===== src/rtl/ipd_pkg.sv =====
// Shared definitions for the I-PD sample sequencer: datapath width default,
// FSM state encoding and the signed clamp helper used by ipd_sat.
package ipd_pkg;

   localparam int unsigned ANCHO = 20;

   typedef enum logic [2:0] {
      IDLE   = 3'd0,
      ERR    = 3'd1,
      START  = 3'd2,
      WAIT   = 3'd3,
      SUM    = 3'd4,
      UPDATE = 3'd5
   } ipd_state_t;

   // Clamp a signed value into [lo, hi]; operands are widened to 64 bits by callers.
   function automatic longint sat_clamp(input longint v, input longint lo, input longint hi);
      if (v > hi) return hi;
      if (v < lo) return lo;
      return v;
   endfunction

endpackage


===== src/rtl/ipd_sequencer_if.sv =====
// Bus between the sample sequencer, the ADC sampler, the I-PD term unit and the
// PWM duty generator. master = sequencer side, slave = environment side.
// The setpoint is carried as ref_val because "ref" is a reserved word in SV.
interface ipd_sequencer_if
   import ipd_pkg::*;
#(
   parameter int unsigned ancho = ANCHO
);
   logic                    sample_valid;
   logic signed [ancho-1:0] yk;
   logic signed [ancho-1:0] ref_val;
   logic                    ipd_ready;
   logic signed [ancho-1:0] integral;
   logic signed [ancho-1:0] proporcional;
   logic signed [ancho-1:0] derivada;
   logic                    ready_e;
   logic signed [ancho-1:0] yk_o;
   logic signed [ancho-1:0] yk1_o;
   logic signed [ancho-1:0] i1_o;
   logic signed [ancho-1:0] error_o;
   logic signed [ancho-1:0] u;
   logic                    u_valid;
   logic                    busy;
   logic                    overrun;
   logic                    fault;

   modport master (
      input  sample_valid, yk, ref_val, ipd_ready, integral, proporcional, derivada,
      output ready_e, yk_o, yk1_o, i1_o, error_o, u, u_valid, busy, overrun, fault
   );

   modport slave (
      output sample_valid, yk, ref_val, ipd_ready, integral, proporcional, derivada,
      input  ready_e, yk_o, yk1_o, i1_o, error_o, u, u_valid, busy, overrun, fault
   );
endinterface


===== src/rtl/ipd_sat.sv =====
// Combinational signed clamp from IN_W bits into OUT_W bits with limits [LO, HI].
module ipd_sat
   import ipd_pkg::*;
#(
   parameter int unsigned IN_W  = 21,
   parameter int unsigned OUT_W = 20,
   parameter longint      LO    = -524288,
   parameter longint      HI    = 524287
) (
   input  logic signed [IN_W-1:0]  a,
   output logic signed [OUT_W-1:0] y
);

   // Sign-extend, clamp, then narrow to the output width.
   always_comb begin
      y = OUT_W'(sat_clamp(longint'(a), LO, HI));
   end

endmodule


===== src/rtl/ipd_sequencer.sv =====
// Per-sample controller for the I-PD term unit: forms the saturated error,
// hands the state to the term unit, combines u = I - P - D, clamps u to
// [UMIN, UMAX] and updates yk1/i1.
// Optional feature macro: IPD_ANTIWINDUP_EN (suppresses the i1 update while
// u is saturated in the direction the error is pushing).
module ipd_sequencer
   import ipd_pkg::*;
#(
   parameter int unsigned             ancho   = ANCHO,
   parameter logic signed [ancho-1:0] UMAX    = 20'sd262143,
   parameter logic signed [ancho-1:0] UMIN    = 20'sd0,
   parameter int unsigned             TIMEOUT = 16
) (
   input  logic            clk,
   input  logic            reset,
   ipd_sequencer_if.master bus
);

   localparam int unsigned CW   = $clog2(TIMEOUT + 1);
   localparam longint      EMAX = (longint'(1) <<< (ancho - 1)) - 1;
   localparam longint      EMIN = -(longint'(1) <<< (ancho - 1));

   ipd_state_t              state_q, state_d;
   logic signed [ancho-1:0] yk_q, yk_d, ref_q, ref_d, error_q, error_d;
   logic signed [ancho-1:0] i_q, i_d, p_q, p_d, dv_q, dv_d;
   logic signed [ancho-1:0] u_q, u_d, yk1_q, yk1_d, i1_q, i1_d;
   logic [CW-1:0]           cnt_q, cnt_d;
   logic                    u_valid_q, u_valid_d, overrun_q, overrun_d;
   logic                    fault_q, fault_d, hold_q, hold_d;
   logic signed [ancho:0]   err_raw;
   logic signed [ancho+1:0] s_raw;
   logic signed [ancho-1:0] err_sat, u_sat;

   // Full-precision error and term sum, widened so neither can wrap.
   always_comb begin
      err_raw = {ref_q[ancho-1], ref_q} - {yk_q[ancho-1], yk_q};
      s_raw   = {{2{i_q[ancho-1]}}, i_q} - {{2{p_q[ancho-1]}}, p_q}
              - {{2{dv_q[ancho-1]}}, dv_q};
   end

   ipd_sat #(.IN_W(ancho + 1), .OUT_W(ancho), .LO(EMIN), .HI(EMAX))
      u_err_sat (.a(err_raw), .y(err_sat));

   ipd_sat #(.IN_W(ancho + 2), .OUT_W(ancho), .LO(longint'(UMIN)), .HI(longint'(UMAX)))
      u_out_sat (.a(s_raw), .y(u_sat));

   // State and datapath registers; synchronous reset clears everything.
   always_ff @(posedge clk) begin
      if (reset) begin
         state_q   <= IDLE;
         yk_q      <= '0;
         ref_q     <= '0;
         error_q   <= '0;
         i_q       <= '0;
         p_q       <= '0;
         dv_q      <= '0;
         u_q       <= '0;
         yk1_q     <= '0;
         i1_q      <= '0;
         cnt_q     <= '0;
         u_valid_q <= 1'b0;
         overrun_q <= 1'b0;
         fault_q   <= 1'b0;
         hold_q    <= 1'b0;
      end else begin
         state_q   <= state_d;
         yk_q      <= yk_d;
         ref_q     <= ref_d;
         error_q   <= error_d;
         i_q       <= i_d;
         p_q       <= p_d;
         dv_q      <= dv_d;
         u_q       <= u_d;
         yk1_q     <= yk1_d;
         i1_q      <= i1_d;
         cnt_q     <= cnt_d;
         u_valid_q <= u_valid_d;
         overrun_q <= overrun_d;
         fault_q   <= fault_d;
         hold_q    <= hold_d;
      end
   end

   // Next-state and register-update logic for the per-sample sequence.
   always_comb begin
      state_d   = state_q;
      yk_d      = yk_q;
      ref_d     = ref_q;
      error_d   = error_q;
      i_d       = i_q;
      p_d       = p_q;
      dv_d      = dv_q;
      u_d       = u_q;
      yk1_d     = yk1_q;
      i1_d      = i1_q;
      cnt_d     = cnt_q;
      u_valid_d = 1'b0;
      overrun_d = overrun_q;
      fault_d   = fault_q;
      hold_d    = hold_q;

      if (bus.sample_valid && (state_q != IDLE)) overrun_d = 1'b1;

      unique case (state_q)
         IDLE: begin
            if (bus.sample_valid) begin
               yk_d    = bus.yk;
               ref_d   = bus.ref_val;
               state_d = ERR;
            end
         end
         ERR: begin
            error_d = err_sat;
            state_d = START;
         end
         START: begin
            cnt_d   = '0;
            state_d = WAIT;
         end
         WAIT: begin
            if (bus.ipd_ready) begin
               i_d     = bus.integral;
               p_d     = bus.proporcional;
               dv_d    = bus.derivada;
               state_d = SUM;
            end else if (cnt_q == CW'(TIMEOUT)) begin
               fault_d = 1'b1;
               state_d = IDLE;
            end else begin
               cnt_d = cnt_q + 1'b1;
            end
         end
         SUM: begin
            u_d = u_sat;
`ifdef IPD_ANTIWINDUP_EN
            hold_d = ((longint'(s_raw) > longint'(UMAX)) && !error_q[ancho-1] && (error_q != '0))
                  || ((longint'(s_raw) < longint'(UMIN)) && error_q[ancho-1]);
`else
            hold_d = 1'b0;
`endif
            state_d = UPDATE;
         end
         UPDATE: begin
            yk1_d = yk_q;
            if (!hold_q) i1_d = i_q;
            u_valid_d = 1'b1;
            state_d   = IDLE;
         end
         default: state_d = IDLE;
      endcase
   end

   // Output drive: start pulse and busy decode from state, the rest from registers.
   always_comb begin
      bus.ready_e = (state_q == START);
      bus.busy    = (state_q != IDLE);
      bus.yk_o    = yk_q;
      bus.yk1_o   = yk1_q;
      bus.i1_o    = i1_q;
      bus.error_o = error_q;
      bus.u       = u_q;
      bus.u_valid = u_valid_q;
      bus.overrun = overrun_q;
      bus.fault   = fault_q;
   end

endmodule

===== src/flat_wrapper.sv =====
// flat-port wrapper written by rule: the top's interface ports become plain ports
module ipd_sequencer_flat import ipd_pkg::*;
#(
   parameter int unsigned             ancho   = ANCHO,
   parameter logic signed [ancho-1:0] UMAX    = 20'sd262143,
   parameter logic signed [ancho-1:0] UMIN    = 20'sd0,
   parameter int unsigned             TIMEOUT = 16
)
  (clk, reset, bus_sample_valid, bus_yk, bus_ref_val, bus_ipd_ready, bus_integral, bus_proporcional, bus_derivada, bus_ready_e, bus_yk_o, bus_yk1_o, bus_i1_o, bus_error_o, bus_u, bus_u_valid, bus_busy, bus_overrun, bus_fault);
  ipd_sequencer_if #(.ancho(ancho)) bus_i ();
  input  logic clk;
  input  logic reset;
  input wire logic [$bits(bus_i.sample_valid)-1:0] bus_sample_valid;
  input wire logic [$bits(bus_i.yk)-1:0] bus_yk;
  input wire logic [$bits(bus_i.ref_val)-1:0] bus_ref_val;
  input wire logic [$bits(bus_i.ipd_ready)-1:0] bus_ipd_ready;
  input wire logic [$bits(bus_i.integral)-1:0] bus_integral;
  input wire logic [$bits(bus_i.proporcional)-1:0] bus_proporcional;
  input wire logic [$bits(bus_i.derivada)-1:0] bus_derivada;
  output wire logic [$bits(bus_i.ready_e)-1:0] bus_ready_e;
  output wire logic [$bits(bus_i.yk_o)-1:0] bus_yk_o;
  output wire logic [$bits(bus_i.yk1_o)-1:0] bus_yk1_o;
  output wire logic [$bits(bus_i.i1_o)-1:0] bus_i1_o;
  output wire logic [$bits(bus_i.error_o)-1:0] bus_error_o;
  output wire logic [$bits(bus_i.u)-1:0] bus_u;
  output wire logic [$bits(bus_i.u_valid)-1:0] bus_u_valid;
  output wire logic [$bits(bus_i.busy)-1:0] bus_busy;
  output wire logic [$bits(bus_i.overrun)-1:0] bus_overrun;
  output wire logic [$bits(bus_i.fault)-1:0] bus_fault;
  assign bus_i.sample_valid = bus_sample_valid;
  assign bus_i.yk = bus_yk;
  assign bus_i.ref_val = bus_ref_val;
  assign bus_i.ipd_ready = bus_ipd_ready;
  assign bus_i.integral = bus_integral;
  assign bus_i.proporcional = bus_proporcional;
  assign bus_i.derivada = bus_derivada;
  assign bus_ready_e = bus_i.ready_e;
  assign bus_yk_o = bus_i.yk_o;
  assign bus_yk1_o = bus_i.yk1_o;
  assign bus_i1_o = bus_i.i1_o;
  assign bus_error_o = bus_i.error_o;
  assign bus_u = bus_i.u;
  assign bus_u_valid = bus_i.u_valid;
  assign bus_busy = bus_i.busy;
  assign bus_overrun = bus_i.overrun;
  assign bus_fault = bus_i.fault;
  ipd_sequencer #(.ancho(ancho), .UMAX(UMAX), .UMIN(UMIN), .TIMEOUT(TIMEOUT)) u_core (.clk(clk), .reset(reset), .bus(bus_i));
endmodule

===== config.mk =====
export PLATFORM = sky130hd
export DESIGN_NAME = ipd_sequencer_flat
export DESIGN_NICKNAME = d
export VERILOG_FILES = /design/src/rtl/ipd_pkg.sv /design/src/rtl/ipd_sequencer_if.sv /design/src/rtl/ipd_sat.sv /design/src/rtl/ipd_sequencer.sv /design/src/flat_wrapper.sv
export SDC_FILE = /design/constraint.sdc
export NUM_CORES = 1
export LEC_CHECK = 0
export ABC_AREA = 1
export CORE_MARGIN = 3
export CORE_UTILIZATION = 47
export DETAILED_ROUTE_END_ITERATION = 12
export MAX_ROUTING_LAYER = met4
export PLACE_DENSITY_LB_ADDON = 0.1
export SYNTH_ARGS = -nofsm -noshare
export SYNTH_HDL_FRONTEND = slang
export SYNTH_SLANG_ARGS = --single-unit

===== constraint.sdc =====
create_clock -name clk -period 2.3 [get_ports clk]
set_input_delay 0.69 -clock clk [delete_from_list [all_inputs] [get_ports clk]]
set_output_delay 0.69 -clock clk [all_outputs]
set_load 0.05 [all_outputs]

Word level (Yosys, flattened, before mapping)
Index checks and enable logic that the tools add are counted.
{"block": "totals", "out_inout_bits": 105, "rom_bits": 0, "regBits": 191, "ram_bits": 0, "elab_cells": 64, "input_bits": 104, "latchBits": 0, "memories": 0}
{"block": "classes", "bitwise_logic": 1, "addsub": 4, "n_mul": 0, "magnitude_cmp": 4, "muxes": 22, "div_mod_pow": 0, "n_eq_ne": 10, "n_shift": 0, "reduce_logical": 9}
{"cell": "$mux 20", "n": 5}
{"cell": "$sub 20x20->21", "n": 2}
{"cell": "$mux 18", "n": 2}
{"cell": "$gt 22x19->1 const B", "n": 1}
{"cell": "$lt 22x1->1 const B", "n": 1}
{"cell": "$sub 21x20->22", "n": 1}
{"cell": "$gt 21x20->1 const B", "n": 1}
{"cell": "$lt 21x20->1 const B", "n": 1}
{"cell": "$mux 19", "n": 1}
{"cell": "$pmux 3 s5", "n": 1}
{"cell": "$mux 5", "n": 2}
{"cell": "$pmux 5 s2", "n": 1}
{"cell": "$mux 3", "n": 3}
{"cell": "$mux 1", "n": 7}
{"cell": "$eq 3x2->1 const B", "n": 2}
{"cell": "$eq 3x3->1 const B", "n": 2}
{"cell": "$ne 2x2->1 const B", "n": 3}
{"cell": "$reduce_and 2->1", "n": 3}
{"cell": "$reduce_and 3->1", "n": 2}
{"cell": "$add 5x1->5 const B", "n": 1}
{"cell": "$eq 5x5->1 const B", "n": 1}
{"cell": "$eq 3x1->1 const B", "n": 1}
{"cell": "$logic_not 3->1", "n": 1}
{"cell": "$ne 3x2->1 const B", "n": 1}
{"cell": "other kinds (4)", "n": 4}

Depth between registers and ports, before layout
Gate-level depths: netlist of run 1.
{"block": "depth", "ltp_word": 7, "ltp_mapped": 19, "ltp_nobuf": 18}

Modules after synthesis
Synthesis of run 1 repeated with hierarchy kept, for this count alone.
{"block": "hier_totals", "hier_cells": 1543, "area_unflattened_um2": 10438.8}
{"mod": "ipd_sequencer", "seq_area_each_um2": 3823.7, "n_inst": 1, "area_each_um2": 9989.6, "cells_each": 1452}
{"mod": "ipd_sat at u_core.u_out_sat", "seq_area_each_um2": 0.0, "n_inst": 1, "area_each_um2": 241.5, "cells_each": 46}
{"mod": "ipd_sat at u_core.u_err_sat", "seq_area_each_um2": 0.0, "n_inst": 1, "area_each_um2": 207.7, "cells_each": 45}

Least setup slack after synthesis of run 1
Ideal clock, no wire load.
{"block": "synth_timing", "kind": "register -> register", "startpoint": "register u_core.state_q[1]", "endpoint": "register u_core.cnt_q[4]", "required_time_ns": 2.220, "path_slack_ns": -0.227, "path_stages_with_launch": 10, "t_arrival_ns": 2.447, "synth_period_minus_slack_ns": 2.527, "n_path_buf": 0, "setup_ns": 0.080, "cell_sequence": "dfxtp_1 > inv_1 > nor3_1 > a31oi_1 > inv_2 > nand2_1 > nor2_1 > nand2_1 > nand2_1 > nor3b_1"}
{"block": "synth_between", "elab_chain_cells": 3, "elab_cells_between_ends": 7, "classes_between": "4 x eq/ne; 1 x mux; 2 x reduce/logical"}
{"element": "start, declared", "line_no": "ipd_sequencer.sv:23", "text": "ipd_state_t state_q, state_d;"}
{"element": "start signal, assigned", "line_no": "ipd_sequencer.sv:66", "text": "state_q <= state_d;"}
{"element": "$eq 3x2->1 (*)"}
{"element": "named net bus_ready_e", "line_no": "flat_wrapper.sv:20", "text": "output wire logic [$bits(bus_i.ready_e)-1:0] bus_ready_e;"}
{"element": "$reduce_bool 2->1 (no source line)"}
{"element": "$reduce_and 3->1 (no source line)"}
{"element": "end signal, assigned", "line_no": "ipd_sequencer.sv:76", "text": "cnt_q <= cnt_d;"}
{"element": "end, declared", "line_no": "ipd_sequencer.sv:27", "text": "logic [CW-1:0] cnt_q, cnt_d;"}
The timed path passes the listed nets; every way through them passes the cells marked *.
A chain may end at the register's enable or synchronous reset.

Final worst setup path of run 1
{"block": "layout_timing", "startpoint": "register u_core.p_q[14]", "endpoint": "register u_core.u_q[15], in the netlist u_core.bus.u[15]"}
{"block": "layout_between", "elab_chain_cells": 7, "elab_cells_between_ends": 11, "classes_between": "2 x add/sub; 2 x order compare; 7 x mux"}
{"element": "start, declared", "line_no": "ipd_sequencer.sv:25", "text": "logic signed [ancho-1:0] i_q, i_d, p_q, p_d, dv_q, dv_d;"}
{"element": "start signal, assigned", "line_no": "ipd_sequencer.sv:71", "text": "p_q <= p_d;"}
{"element": "$sub 20x20->21 (*)", "line_no": "ipd_sequencer.sv:37", "text": "s_raw = {{2{i_q[ancho-1]}}, i_q} - {{2{p_q[ancho-1]}}, p_q}"}
{"element": "$sub 21x20->22 (*)", "line_no": "ipd_sequencer.sv:38", "text": "- {{2{dv_q[ancho-1]}}, dv_q};"}
{"element": "$gt 22x19->1 / $lt 22x1->1 (equally long branches)", "line_no": "ipd_pkg.sv:18, ipd_pkg.sv:19"}
{"element": "$mux 18 / $mux 1 (equally long branches)", "line_no": "ipd_pkg.sv:18, ipd_pkg.sv:19"}
{"element": "$mux 18 / $mux 1 (equally long branches)", "line_no": "ipd_pkg.sv:19", "text": "if (v < lo) return lo;"}
{"element": "$mux 20", "line_no": "ipd_pkg.sv:20", "text": "return v;"}
{"element": "$mux 20 (*)", "line_no": "ipd_pkg.sv:19"}
{"element": "end signal, assigned", "line_no": "ipd_sequencer.sv:73", "text": "u_q <= u_d;"}
{"element": "end, declared", "line_no": "ipd_sequencer.sv:26", "text": "logic signed [ancho-1:0] u_q, u_d, yk1_q, yk1_d, i1_q, i1_d;"}
Mark *: on every way between the ends. The rest lies on a longest branch, timed or not. The select of a mux whose other input is x is not followed.

==> results of run 1 <==
[registers in the layout, indices dropped and copies added, names as in the netlist, 5 cells and up]
register,flops
u_core.bus.i1_o,20
u_core.bus.u,20
u_core.ref_q,20
u_core.bus.yk_o,20
u_core.bus.yk1_o,20
u_core.dv_q,20
u_core.p_q,20
u_core.bus.error_o,20
u_core.cnt_q,5
u_core.i_q,20
[worst paths after layout]
path	start	end	slack, ns	cells past startpoint
max	u_core.p_q[14]	u_core.bus.u[15]	-0.25	15
min	u_core.bus.u[19]	u_core.bus.u[19]	0.44	2
max reg2reg	u_core.p_q[14]	u_core.bus.u[15]	-0.25	15
min reg2reg	u_core.bus.u[19]	u_core.bus.u[19]	0.44	2
[cells by family after synthesis]
kind of cell	synth area share (%)
adder cells (fa/ha/maj)	9.82
flip-flops	38.2
buffers and inverters	10.8
AO/OA/AOI/OAI	21.0
XOR/XNOR	2.10
AND/OR/NAND/NOR	18.1
[cells in the mapped netlist, drive strengths merged (3+ instances only)]
cell type,n,area share [%]
nand2,268,10
a21oi,220,12
inv,219,8.2
dfxtp,191,38
o21ai,170,8.5
nor2,66,2.5
nand3,58,2.9
clkbuf,52,1.9
ha,45,5.6
fa,21,4.2
xor2,19,1.7
nand4,15,1.0
nor3,13,0.91
buf,8,0.62
xnor2,5,0.44
nand3b,3,0.22
o21bai,3,0.22
[power breakdown]
group | switching (W) | total (W) | internal (W)
logic | 0.00437 | 0.00736 | 0.00298
clock network | 0.00147 | 0.00292 | 0.00145
registers | 0.000157 | 0.00373 | 0.00357
[tightest hold or removal path: cells and delay by family, from the launching register on]
kind             cells  cell delay, ns
and+or+nand+nor      2            0.09
DFF                  1            0.32
[routing by layer]
| metal | track usage [%] | part of all wire [%] | vias up |
|---|---|---|---|
| met3 | 3.70 | 3.1 | 56 |
| met4 | 8.73 | 3.0 | 0 |
| met5 | - | 0 | - |
| met2 | 48.0 | 53 | 205 |
| li1 | - | - | 5135 |
| met1 | 30.2 | 41 | 4633 |
[repair_timing]
action	CTS	global route
gates cloned	3	0
setup endpoints to repair	55	86
gates resized for setup	114	112
setup buffers	12	3
pin swaps	35	29
[placed cells by master, fill, tap and decap left out, types with 19 or more instances in the layout]
cell | synthesis | routed
a21oi_1 | 207 | 183
dlymetal6s2s_1 | 0 | 49
dfxtp_1 | 191 | 156
xor2_1 | 19 | 19
a21oi_2 | 12 | 31
nor2_1 | 65 | 44
o21ai_0 | 170 | 163
buf_4 | 0 | 159
inv_1 | 217 | 198
dfxtp_2 | 0 | 35
nand2_2 | 4 | 22
nand2_1 | 262 | 227
inv_2 | 2 | 20
nand3_1 | 57 | 50
clkdlybuf4s50_1 | 0 | 116
ha_4 | 0 | 28
[metrics by stage]
stage / cells / setup WS, ns / cell area [um^2] / TNS, ns
after floorplan: 1389 / -0.0741 / 10400 / -0.724
after global placement: 1935 / -0.296 / 13500 / -5.09
after detailed placement: 1935 / -0.313 / 13500 / -5.16
after CTS: 1982 / -0.162 / 14500 / -2.66
after global routing: 1987 / -0.380 / 15000 / -6.49
final: 1987 / -0.249 / 15000 / -4.26
[final cells by class]
cell class | count | area [um^2] | area share, %
multi-input combinational | 922 | 6030 | 40.4
sequential | 191 | 3870 | 25.9
timing repair buffer | 351 | 3310 | 22.1
inverter | 219 | 823 | 5.51
clock buffer | 18 | 429 | 2.87
tap | 270 | 338 | 2.26
clock inverter | 14 | 149 | 0.996
antenna | 2 | 5.00 | 0.0335
==> flow_summary.toml, run 1 <==
[yosys]
synth-edff-count = 0
yosysUniqueCellTypes = 38
avgSynthCellArea_um2 = 7.21
synthFlopType = "dfxtp_1"
ys_seq_elements = 191
postSynthCellCount = 1389
synthArstFlopShare_pct = 0
syn_area_um2 = 10000
yosys_warnings = 0
synth.net_count = 1559
ys_seq_area_share_pct = 38.2

[global_route]
antenna_found_initial = 2
grt_pass1_vias = 10000
grt_util_all_layers_pct = 26.5
grt_pass1_wl_mm = 49.3
grt_max_degree = 81
grt_overflow = 0

[run_status]
violations = "setup timing"
status = "complete, but fails checks"

[setup_path]
worst-path-buf-inv = 2
path_delay_family = "simple AND/OR/NAND/NOR gates"
path_class = "flop to flop"
path_cells = "inv_2, fa_1, ha_4, nand2_2, nand2_2, nand2_2, nand2_4, a21oi_4, nand4_4, nand2_1, nand2_2, inv_2, nand2_8, nand2_8, a21oi_2"
slowest_stage = "fa_1"
cp_max_fo = 5
worst_path_most_repeated_cell = "nand2_2"
slowest_delay_ns = 0.59
cp-end-kind = "flop"
startpoint_type = "flop"
cp.required_ns = 2.61
worstPathArrival_ns = 2.86

[routing]
initialDrtViolationCount = 436
drc = 0
vias_per_cell = 5.05
vias = 10000
ant_nets = 0
drt-total-wl_mm = 30.7
dr.pass1.iters = 5
wl_per_cell_um = 15.5

[layout]
drive_above_1_share_pct = 24.0
finish.utilization_pct = 72.7
nNetsFinal = 1872
num-fill-cells = 1682
area_growth_pct = 49.3

[power]
p_per_area_nw_per_um2 = 937
power_w = 0.0140
ir_drop_mv = 0.600
p_leak_nw = 7.32

[sta]
hold_viol_final = 0
maxSlewHeadroom_pct = 63.5
tightest_slew_ns = 0.546
layout_setup_ws_ns = -0.249
drv_slew = 0
min_period_ns = 2.55
rsz0062_at_grt = "true"
report.final.setup_viol = 18
hold_slack_ns = 0.443
fin_worst_skew_ns = 0.0100
min_period_over_period_pct = 111
max_freq_mhz = 392

[clock_network]
htree_levels = 4
postCtsHoldBufs = 0
clk_path_buf_depth = 2
clk_latency_ns = 0.44
cts_root_buf = "clkbuf_16"
clk_pin_slew_worst_paths_ns = 0.08
cts_buffers = 17
cts_tree = "done"
cts.sinks = 191

[place]
gp_congestion = 0.957
place_hpwl_mm = 23.1
numPortBuffers = 208

[floorplan]
ios = 209
row_count = 52
die_w_um = 152
initial_utilization_pct = 48.7
core_area_um2 = 20600
die_area_um2 = 23100
die_y_um = 152

[flow_run]
drv_cap = 0

[hold_path]
min_path_type = "flop to flop"
Power figures use the tool's default switching activity.
==> run 2: changes to the inputs <==
Clock period 2.3 ns to 2.1 ns, I/O delays scaled along.
==> flow_summary.toml, run 2 (synthesis gave the netlist of run 1 again) <==
[setup_path]
cp.required_ns = 2.40
startpoint_type = "flop"
rr_worst_depth = 14
rrSetupSlack_ns = -0.46
worstPathArrival_ns = 2.87
cp-endpoint = "u_core.bus.u[11]"
cp-end-kind = "flop"
reg2reg_to = "u_core.bus.u[11]"
path_class = "flop to flop"
rr_startpoint = "u_core.i_q[14]"
cp_max_fo = 5
startpoint = "u_core.i_q[14]"

[global_route]
grt_util_all_layers_pct = 27.0
grt_max_degree = 81
grt_overflow = 0
grt_pass1_wl_mm = 50.1
grt_pass1_vias = 10000
antenna_found_initial = 1

[routing]
vias_per_cell = 5.04
drt-total-wl_mm = 31.8
vias = 10300
ant_nets = 0
wl_per_cell_um = 15.6
drc = 0
initialDrtViolationCount = 509
dr.pass1.iters = 5

[clock_network]
clk_path_buf_depth = 2
cts_tree = "done"
clk_latency_ns = 0.44
clk_pin_slew_worst_paths_ns = 0.08
cts.sinks = 191
cts_buffers = 17
postCtsHoldBufs = 0
cts_root_buf = "clkbuf_16"
htree_levels = 4

[layout]
final_cell_mix = "buf_4 (279), nand2_1 (202), inv_1 (177)"
final_common_cell = "buf_4"
drive_above_1_share_pct = 34.8
finish.utilization_pct = 75.5
area_growth_pct = 55.0
nNetsFinal = 1924

[place]
place_hpwl_mm = 23.2
gp_congestion = 0.931
numPortBuffers = 208
pre_cts_ws_ns = -0.581

[power]
ir_drop_mv = 0.796
p_per_area_nw_per_um2 = 1050
p_leak_nw = 6.86

[run_status]
status = "complete, but fails checks"
violations = "setup timing"

[floorplan]
die_w_um = 152
core_area_um2 = 20600
row_count = 52
die_y_um = 152
initial_utilization_pct = 48.7
ios = 209
die_area_um2 = 23100

[sta]
maxSlewHeadroom_pct = 66.6
report.final.setup_viol = 18
max_freq_mhz = 390
layout_setup_ws_ns = -0.462
tightest_slew_ns = 0.498
hold_slack_ns = 0.445
hold_viol_final = 0
rsz0062_at_grt = "true"
min_period_over_period_pct = 122
fin_worst_skew_ns = 0.0112
drv_slew = 0
min_period_ns = 2.56

[flow_run]
drv_cap = 0

[hold_path]
min_path_type = "flop to flop"
run 2: cell count changes in the layout (fill, tap and decap cells not counted), sizes merged, moves of 3 or more:
cell	before	now
buf	168	296
clkdlybuf4s50	116	103
clkinv	5	8
dlygate4sd2	18	2
dlymetal6s2s	49	0
run 2: area by class of cell:
class	instances	area [um^2]
antenna	1	2.50
clock buffer	18	439
multi-input combinational	924	6410
sequential	191	3920
clock inverter	14	148
tap	270	338
timing repair buffer	401	3430
fill	1624	5030
inverter	219	843
run 2: worst min path at each step:
stage | cells after the start | to | from
floorplan | 2 | u_core.ref_q[16] | u_core.ref_q[16]
global placement | 2 | u_core.bus.u[19] | u_core.bus.u[19]
detailed placement | 2 | u_core.bus.u[18] | u_core.bus.u[18]
CTS | 2 | u_core.bus.u[18] | u_core.bus.u[18]
global route | 2 | u_core.dv_q[14] | u_core.dv_q[14]
finish | 2 | u_core.bus.u[18] | u_core.bus.u[18]
run 2: through the flow:
stage / instances / power [W] / instance area, um^2 / TNS (ns)
2_1_floorplan: 1389 / 0.00876 / 10600 / -3.72
6_report: 2038 / 0.0163 / 15500 / -8.12
3_5_place_dp: 1973 / 0.0113 / 13900 / -12.91
4_1_cts: 2021 / 0.0153 / 14900 / -7.04
5_1_grt: 2038 / 0.0172 / 15500 / -11.15
3_3_place_gp: 1973 / 0.0113 / 13900 / -11.92
run 2: critical path, cell delays in order (launching register included):
cell	delay [ns]
dfxtp_2	0.34
fa_1	0.58
ha_4	0.23
nand2_2	0.07
nand2_2	0.07
nand2_2	0.09
nand2_4	0.06
a21oi_4	0.24
nand4_4	0.21
nand2_2	0.12
nand2_2	0.05
inv_2	0.09
nand2_8	0.11
nand2_8	0.12
a21oi_2	0.05
run 2: report_power, final:
group / switching (W) / internal [W]
Clock: 0.00161 / 0.00162
Combinational: 0.00522 / 0.00369
Sequential: 0.000199 / 0.00392
run 2: routing by layer:
| layer | GRT usage [%] | wire length [um] |
|---|---|---|
| met1 | 31.8 | 13400 |
| met2 | 48.9 | 16900 |
| met3 | 3.61 | 960 |
| met4 | 6.34 | 472 |
| met5 | - | 0 |
run 2: repair_timing:
| action | in CTS | in global routing |
|---|---|---|
| gates cloned | 3 | 2 |
| pin swaps | 53 | 65 |
| endpoints found under the hold margin | 0 | 0 |
| buffers inserted | 13 | 14 |
| endpoints found under the setup margin | 40 | 38 |
| resized for setup | 89 | 144 |
==> run 3: changes to the inputs <==
Settings changed: CORE_UTILIZATION 47 to 60, DONT_BUFFER_PORTS set to 1, SYNTH_HIERARCHICAL set to 1.
Clock period 2.1 ns to 2.95 ns, I/O delays scaled along.
==> flow_summary.toml, run 3 <==
[global_route]
grt_overflow = 0
grt_max_degree = 83
grt_pass1_vias = 8886
antenna_found_initial = 4
grt_pass1_wl_mm = 43.6
grt_util_all_layers_pct = 30.2

[floorplan]
row_count = 47
die_y_um = 138
die_w_um = 138
die_area_um2 = 19000
ios = 209
initial_utilization_pct = 62.1
core_area_um2 = 16800

[power]
p_leak_nw = 5.30
p_per_area_nw_per_um2 = 846
ir_drop_mv = 0.570

[routing]
vias = 9413
initialDrtViolationCount = 645
ant_nets = 0
drc = 0
drt-total-wl_mm = 27.9
dr.pass1.iters = 5
wl_per_cell_um = 15.8
vias_per_cell = 5.31

[layout]
drive_above_1_share_pct = 7.69
nNetsFinal = 1705
area_growth_pct = 11.5
final_common_cell = "nand2_1"
num-fill-cells = 1562
final_cell_mix = "nand2_1 (359), inv_1 (244), dfxtp_1 (188)"
final_cell_area_um2 = 11600

[clock_network]
cts_buffers = 17
cts.sinks = 191
clk_pin_slew_worst_paths_ns = 0.08
clk_latency_ns = 0.44
htree_levels = 4
clk_path_buf_depth = 2
cts_tree = "done"
cts_root_buf = "clkbuf_16"

[setup_path]
cp-end-kind = "flop"
cp.required_ns = 3.32
slowest_delay_ns = 0.55
worst-path-stages = 16
rr_worst_depth = 16
worst_path_most_repeated_cell = "nand2_1"
path_delay_family = "adder cells"
worst-path-buf-inv = 3
reg2reg_to = "u_core/bus.u[14]"
path_class = "flop to flop"
slowest_stage = "fa_1"
worstPathArrival_ns = 3.20
startpoint_type = "flop"
rrSetupSlack_ns = 0.13
path_cells = "fa_1, ha_2, nand2_1, inv_1, nand2_1, nand2_1, a21oi_1, nand3_1, nand2_1, nand2_1, inv_2, buf_4, nand2_1, nand3_1, o21ai_0, nor2_1"
rr_startpoint = "u_core/i_q[16]"
cp_max_fo = 12

[yosys]
yosys_warnings = 6
ys_seq_elements = 191
synthTopCellsByCount = "nand2_1 (361), inv_1 (244), dfxtp_1 (191)"
avgSynthCellArea_um2 = 6.77
syn_area_um2 = 10400
yosys.cell_count.top_type = "nand2_1"
synth.largest_area_cell = "dfxtp_1"
synth_area_leaders = "dfxtp_1 (37%), nand2_1 (13%), inv_1 (8.8%), a21oi_1 (8.2%), o21ai_0 (6.8%)"
ys_seq_area_share_pct = 36.6
synthFlopType = "dfxtp_1"
synth-edff-count = 0
postSynthCellCount = 1543
synthArstFlopShare_pct = 0
synth_top_area_share_pct = 36.6
yosysUniqueCellTypes = 35

[sta]
max_freq_mhz = 355
drv_slew = 0
tightest_slew_ns = 0.740
report.final.setup_viol = 0
min_period_over_period_pct = 95.6
fin_worst_skew_ns = 0.0117
min_period_ns = 2.82
hold_viol_final = 0
tns_ns = 0
maxSlewHeadroom_pct = 50.6

[place]
place_hpwl_mm = 21.4
postPlaceCellArea_um2 = 10800
numPortBuffers = 0
gp_congestion = 0.972

[run_status]
status = "completed"

[hold_path]
min_path_type = "flop to flop"
hold-path-endpoint = "u_core/ref_q[16]"
min_path_cells = 2
hp-start = "u_core/ref_q[16]"

[flow_run]
drv_cap = 0
## run 3: changes by cell type after synthesis, moves of 4 or more
cell,previous run,this run
a21oi_1,207,170
a21oi_2,12,0
buf_2,2,11
buf_4,0,4
clkbuf_1,52,46
inv_1,217,244
inv_2,2,6
nand2_1,262,361
nand3_1,57,71
nand4_1,14,5
nor2_1,65,144
o21ai_0,170,142
o21ai_1,0,22
## run 3: repair_timing
item | CTS | global route
endpoints found under the setup margin | 17 | 18
hold buffers | 0 | 0
pin swaps | 0 | 2
setup buffers | 0 | 1
resized for setup | 1 | 53
## run 3: cell families (layout without fill, tap and decap cells)
group	after synthesis	count (layout)	share of synthesized area, %
compound gates	344	344	16.8
xor+xnor	22	22	1.85
fa+ha+maj	66	66	9.42
buf+inv	317	321	12.1
flops	191	191	36.6
other cells	1	6	0.0359
simple gates	602	602	23.2
## run 3: layout make-up
cell class | instances | area [um^2] | share of cell area, %
multi-input combinational | 1036 | 5610 | 48.2
tap | 220 | 275 | 2.37
clock inverter | 14 | 183 | 1.57
sequential | 191 | 3830 | 32.9
timing repair buffer | 38 | 360 | 3.10
clock buffer | 18 | 429 | 3.69
antenna | 4 | 10.0 | 0.0860
inverter | 251 | 943 | 8.11
## run 3: power breakdown
part / internal, W / switching, W / total (W)
clock network: 0.00116 / 0.00119 / 0.00235
logic: 0.00152 / 0.00284 / 0.00436
registers: 0.00277 / 0.000367 / 0.00313
total: 0.00545 / 0.00440 / 0.00984
## run 3: worst max path at each step
stage | to | slack, ns | start
floorplan | u_core/bus.u[10] | 0.38 | u_core/p_q[16]
global placement | u_core/bus.u[6] | 0.08 | u_core/i_q[16]
detailed placement | u_core/bus.u[14] | 0.04 | u_core/i_q[11]
CTS | u_core/bus.u[14] | 0.03 | u_core/i_q[16]
global route | u_core/bus.u[11] | -0.01 | u_core/i_q[13]
finish | u_core/bus.u[14] | 0.13 | u_core/i_q[16]
## run 3: worst min-delay path: stages (launching register included)
cell,delay (ns)
dfxtp_1,0.32
inv_1,0.05
a21oi_1,0.05
## run 3: layer usage
layer | wire [um] | vias up | GRT usage (%)
met5 | 0 | - | -
met4 | 737 | 0 | 11.4
met3 | 1470 | 51 | 6.57
met2 | 14800 | 232 | 55.3
met1 | 10900 | 4296 | 31.9
li1 | - | 4834 | -
## run 3: per-stage QoR
step                util, %  hold WS (ns)  total power (W)  cells  setup slack, ns
CTS                    67.7         0.452          0.00968   1767           0.0299
global placement       64.0         0.435          0.00731   1735           0.0811
detailed placement     64.0         0.439          0.00733   1735           0.0389
finish                 69.2         0.451          0.00984   1772            0.130
global route           69.2         0.475           0.0106   1772          -0.0112
floorplan                 -         0.427          0.00644   1544            0.379
